--- config.mk ---
export PLATFORM = sky130hd
export DESIGN_NAME = reg_bank_n
export DESIGN_NICKNAME = d
export VERILOG_FILES = /design/src/rtl/reg_bank_pkg.sv /design/src/rtl/reg_bank_cell.sv /design/src/rtl/reg_bank_n.sv
export SDC_FILE = /design/constraint.sdc
export NUM_CORES = 1
export LEC_CHECK = 0
export BUFFER_PORTS_ARGS = -buffer_cell sky130_fd_sc_hd__buf_2
export CAP_MARGIN = 10
export CORE_AREA = 2 2 85 107
export DETAILED_ROUTE_END_ITERATION = 12
export DIE_AREA = 0 0 87 109
export PLACE_DENSITY_LB_ADDON = 0.08
export SLEW_MARGIN = 20
export SYNTH_ARGS = -nofsm -noshare
export SYNTH_HDL_FRONTEND = slang
export SYNTH_SLANG_ARGS = --single-unit
--- constraint.sdc ---
create_clock -name CLK -period 2.7 [get_ports CLK]
set_input_delay 0.54 -clock CLK [delete_from_list [all_inputs] [get_ports CLK]]
set_output_delay 0.54 -clock CLK [all_outputs]
set_load 0.01 [all_outputs]
--- src/rtl/reg_bank_pkg.sv ---
// Shared definitions for the reg_bank_n register bank: operation encoding.
package reg_bank_pkg;

  typedef enum logic [1:0] {
    OP_LOAD = 2'b00,
    OP_INC  = 2'b01,
    OP_DEC  = 2'b10,
    OP_CLR  = 2'b11
  } op_e;

endpackage : reg_bank_pkg

--- src/rtl/reg_bank_cell.sv ---
// One WIDTH-bit register of the bank: applies load/inc/dec/clear when selected
// and reports whether the applied operation wraps around.
module reg_bank_cell
  import reg_bank_pkg::*;
#(
  parameter int WIDTH = 8
) (
  input  logic             CLK,
  input  logic             RST_N,
  input  logic             i_we,
  input  op_e              i_op,
  input  logic [WIDTH-1:0] i_d,
  output logic [WIDTH-1:0] o_q,
  output logic             o_wrap
);

  logic [WIDTH-1:0] r_q;
  logic [WIDTH-1:0] w_next;

  // NOTE: every output of this always_comb gets a default first, so no path
  // through the case leaves a value unassigned and no latch is inferred.
  always_comb begin
    w_next = r_q;
    o_wrap = 1'b0;
    if (i_we) begin
      case (i_op)
        OP_LOAD: w_next = i_d;
        OP_INC: begin
          w_next = r_q + 1'b1;
          o_wrap = &r_q;
        end
        OP_DEC: begin
          w_next = r_q - 1'b1;
          o_wrap = ~|r_q;
        end
        OP_CLR:  w_next = '0;
        default: w_next = r_q;
      endcase
    end
  end

  // NOTE: state uses non-blocking assignments so all cells update together
  // from pre-edge values. Every register is reset: the bank must read 0
  // during reset, so it cannot be treated as an unreset memory array.
  always_ff @(posedge CLK or negedge RST_N) begin
    if (!RST_N) r_q <= '0;
    else        r_q <= w_next;
  end

  assign o_q = r_q;

endmodule : reg_bank_cell

--- src/rtl/reg_bank_n.sv ---
// DEPTH-entry register bank with one op-write port, two combinational read
// ports and a registered wrap flag. Define REG_BANK_BYPASS_EN to forward loads.
module reg_bank_n
  import reg_bank_pkg::*;
#(
  parameter int WIDTH = 8,
  parameter int DEPTH = 4,
  parameter int AW    = 2
) (
  input  logic             CLK,
  input  logic             RST_N,
  input  logic             EN,
  input  logic [1:0]       OP,
  input  logic [AW-1:0]    WA,
  input  logic [WIDTH-1:0] D,
  input  logic [AW-1:0]    RA,
  input  logic [AW-1:0]    RB,
  output logic [WIDTH-1:0] QA,
  output logic [WIDTH-1:0] QB,
  output logic             WRAP
);

  op_e              w_op;
  logic [DEPTH-1:0] w_sel;
  logic [DEPTH-1:0] w_cell_wrap;
  logic [WIDTH-1:0] w_q [DEPTH];
  logic             w_fwd;
  logic             r_wrap;

  assign w_op = op_e'(OP);

  // An out-of-range WA matches no cell, so the write is silently dropped.
  for (genvar g = 0; g < DEPTH; g++) begin : g_cell
    assign w_sel[g] = (WA == AW'(g));

    reg_bank_cell #(.WIDTH(WIDTH)) u_cell (
      .CLK    (CLK),
      .RST_N  (RST_N),
      .i_we   (!EN && w_sel[g]),
      .i_op   (w_op),
      .i_d    (D),
      .o_q    (w_q[g]),
      .o_wrap (w_cell_wrap[g])
    );
  end

`ifdef REG_BANK_BYPASS_EN
  // A load discarded by reset is not forwarded either.
  assign w_fwd = RST_N && !EN && (w_op == OP_LOAD);
`else
  assign w_fwd = 1'b0;
`endif

  always_comb begin
    QA = '0;
    QB = '0;
    for (int i = 0; i < DEPTH; i++) begin
      if (RA == AW'(i)) QA = (w_fwd && w_sel[i]) ? D : w_q[i];
      if (RB == AW'(i)) QB = (w_fwd && w_sel[i]) ? D : w_q[i];
    end
  end

  // At most one cell is selected, so the OR is that cell's wrap (or 0).
  always_ff @(posedge CLK or negedge RST_N) begin
    if (!RST_N) r_wrap <= 1'b0;
    else        r_wrap <= |w_cell_wrap;
  end

  assign WRAP = r_wrap;

endmodule : reg_bank_n

---- After elaboration in Yosys (flattened, before gate mapping) ----
Index checks and enable logic that the tools add are counted.
W data, S select, Z words.
operators by class
  add/subtract/negate cells ............... 8
  eq/ne operators ......................... 12
  mux-type cells .......................... 20
  reductions and logical operators ........ 22
operator list
  operator               count
  $pmux W8 S4            4
  $mux W8                8
  $add A8 B1 Y8 const B  4
  $reduce_and A8 Y1      4
  $reduce_or A8 Y1       4
  $sub A8 B1 Y8 const B  4
  $eq A2 B2 Y1 const B   8
  $eq A2 B1 Y1 const B   4
  $logic_not A2 Y1       4
  $pmux W1 S2            4
  $logic_not A1 Y1       5
  $logic_and A1 B1 Y1    4
  $mux W1                4
  $reduce_or A4 Y1       1
storage, ports and cells
  flip-flop bits (word level) ............. 33
  input port bits ......................... 19
  output and inout port bits .............. 17
  logic and storage cells ................. 67

---- Depth between registers and ports, before layout ----
  word-level depth ........................ 5
  mapped depth ............................ 13

---- Cells and area by module ----
Synthesis repeated with hierarchy kept, for this count alone.
second synthesis, totals
  cells, all modules ...................... 502
  area total of the unflattened synthesis .. 4102.7 sq um
modules (own cells, without submodules)
  module         times used  cells an instance  area an instance (sq um)  sequential area each (sq um)
  reg_bank_cell  4           119                912.1                     200.2
  reg_bank_n     1           26                 454.2                     25.0

---- Worst setup path before layout ----
No wires, ideal clock.
  path type ............................... input -> register
  from .................................... input OP[0]
  to ...................................... register g_cell[1].u_cell.r_q[6]
  library setup time ...................... 0.124 ns
  arrival time ............................ 3.071 ns
  required time ........................... 2.576 ns
  slack ................................... -0.495 ns
  stages .................................. 13
  buffers on the path ..................... 3
  path through ............................ inv_1 ha_1 buf_2 buf_2 buf_2 xor2_1 ha_1 nor4bb_1 a21oi_1 o211a_1 o31ai_1 mux2i_1 a211o_1
between the ends
  longest elaborated chain between the ends .. 2
ends and longest elaborated chain
  what                                        RTL line             text
  start: declaration                          reg_bank_n.sv:13     input logic [1:0] OP,
  $eq A2 B2 Y1, or another cell as far along  reg_bank_cell.sv:26  case (i_op)
  $pmux W8 S4 (*)                             reg_bank_cell.sv:26
  end signal: assignment                      reg_bank_cell.sv:47  else r_q <= w_next;
  end: declaration                            reg_bank_cell.sv:17  logic [WIDTH-1:0] r_q;
Mark *: on every way between the ends. The rest lies on a longest branch, timed or not.
A chain may end at the register's enable or synchronous reset.

---- Final worst setup path ----
  from .................................... input OP[0]
  to ...................................... register g_cell[1].u_cell.r_q[7]
The elaborated chain is that of the path after synthesis.

==> results.md <==
* Status: complete, no violations
* Final weighted congestion in routability-driven placement at between 0.8 and 0.9
* Fill count at 850
* Vias in the first global route at roughly 3.4k
* Minimum clock period at 2.37 ns
* Ant diodes at 0
* Yosys cell types at 60
* Clock-pin slew on the worst setup and hold paths at about 0.08 ns
* Total Neg Setup Slack at 0 ns
* Drt first pass iters at 5
* Nature of the critical path endpoint: flop
* Worst-case clock buffer depth at 2
* Top Ports at 36
* CTS Sinks at 33
* Area delta synth->final at 11.3%
* Vias at 3628
* Final hold vios at 0
* TritonCTS clock tree: yes
* Critical path data arrival time at roughly 2.6 ns
* Power Density at 652 nW/um^2
* Main area contributors after synthesis: dfrtp_1 (23%), mux4_2 (11%), a21oi_1 (5.5%)
* Synth top cells by count: nand2_1 (40), a21oi_1 (39), clkbuf_1 (37)
* XOR/XNOR share of the synthesized area at 4.41%
* Count leader, synth: nand2_1
* Total placed cells including tap cells at between 500 and 600
* Crit-path max cell delay at 0.41 ns
* Crit start category: input port
* DRT iter0 DRCs at 243
* Netlist Area Pre-Place at 3570 sq um
* Die width at approximately 87 um
* Total track usage at 26.4%
* Total gr overflow at 0
* Largest net degree at the start of global routing at 34
* Top-area cell type share of the netlist area at around 23%
* Fmax at 0.422 GHz
* Simple-Gate Fraction of Synth Area at 20.4%
* Setup Skew at about 0.011 ns
* Total of warnings raised by yosys at 0
* Cells after Synth at 442
* CTS root buf: clkbuf_8
* Worst-path fanout max at 18
* Synth Register Bits at 33
* CTS resizes at 0
* Largest family of logic cells by synthesized area: compound AO/OA/AOI/OAI gates
* Least-Margin Pin Slew at 0.858 ns
* CTS Hold Buffers Added at 0
* DRC Markers at 0
* Die span in y at around 110 um
* Final WL at 11800 um
* Final ANT Viol Nets at 0
* Highest metal used: met4
* Number of synthesized flops with an enable pin at 0
* Nets at roughly 490
* Tot Pwr at 0.00260 W
* Final worst slack at 0.329 ns
* Critical Path RT at 2.92 ns
* First-pass GRT wire length at 19000 um
* Syn_nets at around 480
* RSZ-0062 raised after global routing: false
* Layout cells sized above 1 at 20.7%
* Dpl ws at 0.0481 ns
* Post-synthesis mux area share at 13.1%
* Cts bufs inserted at 5
* Met3 WL at 645 um
* Compound-Gate Fraction of Synth Area at approximately a quarter
* Met2 WL at 5890 um
* Maximum VDD drop at 0.298 mV
* Most used DFF post-synth: dfrtp_1
* Final setup viols at 0
* Post-route insts no fill at ~550
* Area leader, netlist: dfrtp_1
* Seq/Total Area, Yosys at 23.1%
* Async SR Flop Fraction at 100%
* Leakage Power at between 1.5 and 2 nW
* Initial antenna violation count at 0
* Initial Util at 42.0%
* Avg Cell Area, Syn at 8.09 sq um
* Worst hold path class: input port to async pin
* Max Slew Vio Count at 0
* Core area at 8510 sq um
* Slew margin rel. at between 40% and 50%
* WL met1 at 4960 um
* Crit Path Category: input port to flop
* DPL Wire Length at 8570 um
* CP max stage cell: a211oi_1
* Post-Synth Adder-Cell Area at 4.90%
* Cells along the critical path: buf_2, inv_2, ha_4, buf_4, ha_1, nor3b_1, a21o_1, a31o_2, a211oi_1, a21oi_1, o22ai_1
* Htree depth at 2
* Max Cap Viol at 0
* # port buffers at 35
* Tcrit/Tclk final at 87.8%
* Row count at 38
* Skew-Pair Late Insertion Delay at a little over 0.3 ns
* Area of the die at 9480 sq um
* Vias per inst at 6.55
* Routed len/inst at 21.4 um
* # Post-CTS Setup Buffers at 0
[path summary, 6_finish.rpt]
kind,from,end,slack (ns),cells past startpoint
worst max-delay path,OP[0],g_cell[1].u_cell.o_q[7]$_DFFE_PN0P_,0.33,11
worst min-delay path,RST_N,g_cell[0].u_cell.o_q[3]$_DFFE_PN0P_,0.33,1
worst max register to register,g_cell[2].u_cell.o_q[1]$_DFFE_PN0P_,g_cell[2].u_cell.o_q[6]$_DFFE_PN0P_,0.53,8
worst min register to register,g_cell[3].u_cell.o_q[5]$_DFFE_PN0P_,g_cell[3].u_cell.o_q[5]$_DFFE_PN0P_,0.63,2
max in group asynchronous,RST_N,g_cell[3].u_cell.o_q[2]$_DFFE_PN0P_,1.82,1
min in group CLK,g_cell[3].u_cell.o_q[5]$_DFFE_PN0P_,g_cell[3].u_cell.o_q[5]$_DFFE_PN0P_,0.63,2
[critical path, delay by kind of cell]
kind / cells / cell delay (ns)
fa+ha+maj: 2 / 0.58
simple gates: 1 / 0.07
buf+inv: 3 / 0.34
compound gates: 5 / 1.05
[placed cells by master, fill, tap and decap left out, types with 3 or more instances in the layout]
cell type	instances
nand2_1	40
a21oi_1	39
buf_2	35
dfrtp_1	33
nor2_1	26
inv_1	19
mux4_2	18
buf_4	17
o21ai_0	16
nand4_1	15
nor3_1	15
o22ai_1	13
o31a_1	13
xnor2_1	13
nand3_1	12
ha_1	12
a31oi_1	9
o211ai_1	9
nor4_1	6
clkbuf_8	6
xor2_1	5
or3_1	5
and3_1	4
mux2i_1	4
a211o_1	4
nor3b_1	4
a31o_2	4
a2111oi_0	3
a21o_1	3
[sequential cells by signal (all words and copies together) (netlist names)]
name	count
g_cell.u_cell.o_q	32
WRAP	1
[cell type report]
| class | instances | area, sq um | area share, % |
|---|---|---|---|
| Multi-Input combinational cell | 338 | 2490 | 62.6 |
| Sequential cell | 33 | 826 | 20.7 |
| Timing Repair Buffer | 54 | 343 | 8.61 |
| Tap cell | 100 | 125 | 3.14 |
| Clock buffer | 7 | 86.3 | 2.17 |
| Inverter | 21 | 78.8 | 1.98 |
| Clock inverter | 1 | 30.0 | 0.754 |
[report_power, final]
| group | switching, W | internal (W) | total [W] |
|---|---|---|---|
| Clock | 0.000222 | 0.000302 | 0.000524 |
| Sequential | 0.000364 | 0.000618 | 0.000982 |
| Combinational | 0.000562 | 0.000528 | 0.00109 |
[through the flow]
stage / hold WS, ns / cell area [sq um] / util [%]
final: 0.331 / 3980 / 46.8
after global placement: 0.610 / 3860 / 45.4
after CTS: 0.371 / 3980 / 46.8
after global routing: 0.421 / 3980 / 46.8
after floorplan: 0.244 / 3610 / -
after detailed placement: 0.619 / 3860 / 45.4
[cells by family (layout without fill, tap and decap cells)]
family / count (synthesis) / count (layout)
buffers and inverters: 71 / 83
AO/OA/AOI/OAI: 140 / 140
XOR/XNOR: 18 / 18
AND/OR/NAND/NOR: 142 / 142
adder cells (fa/ha/maj): 14 / 14
flip-flops: 33 / 33
multiplexers: 24 / 24
[per-layer routing]
metal / vias up / global-route usage, %
li1: 1697 / -
met1: 1773 / 33.9
met2: 140 / 44.5
met3: 18 / 3.56
met4: 0 / 10.6
met5: - / 0
No activity file was read; power rests on OpenSTA's default activity.
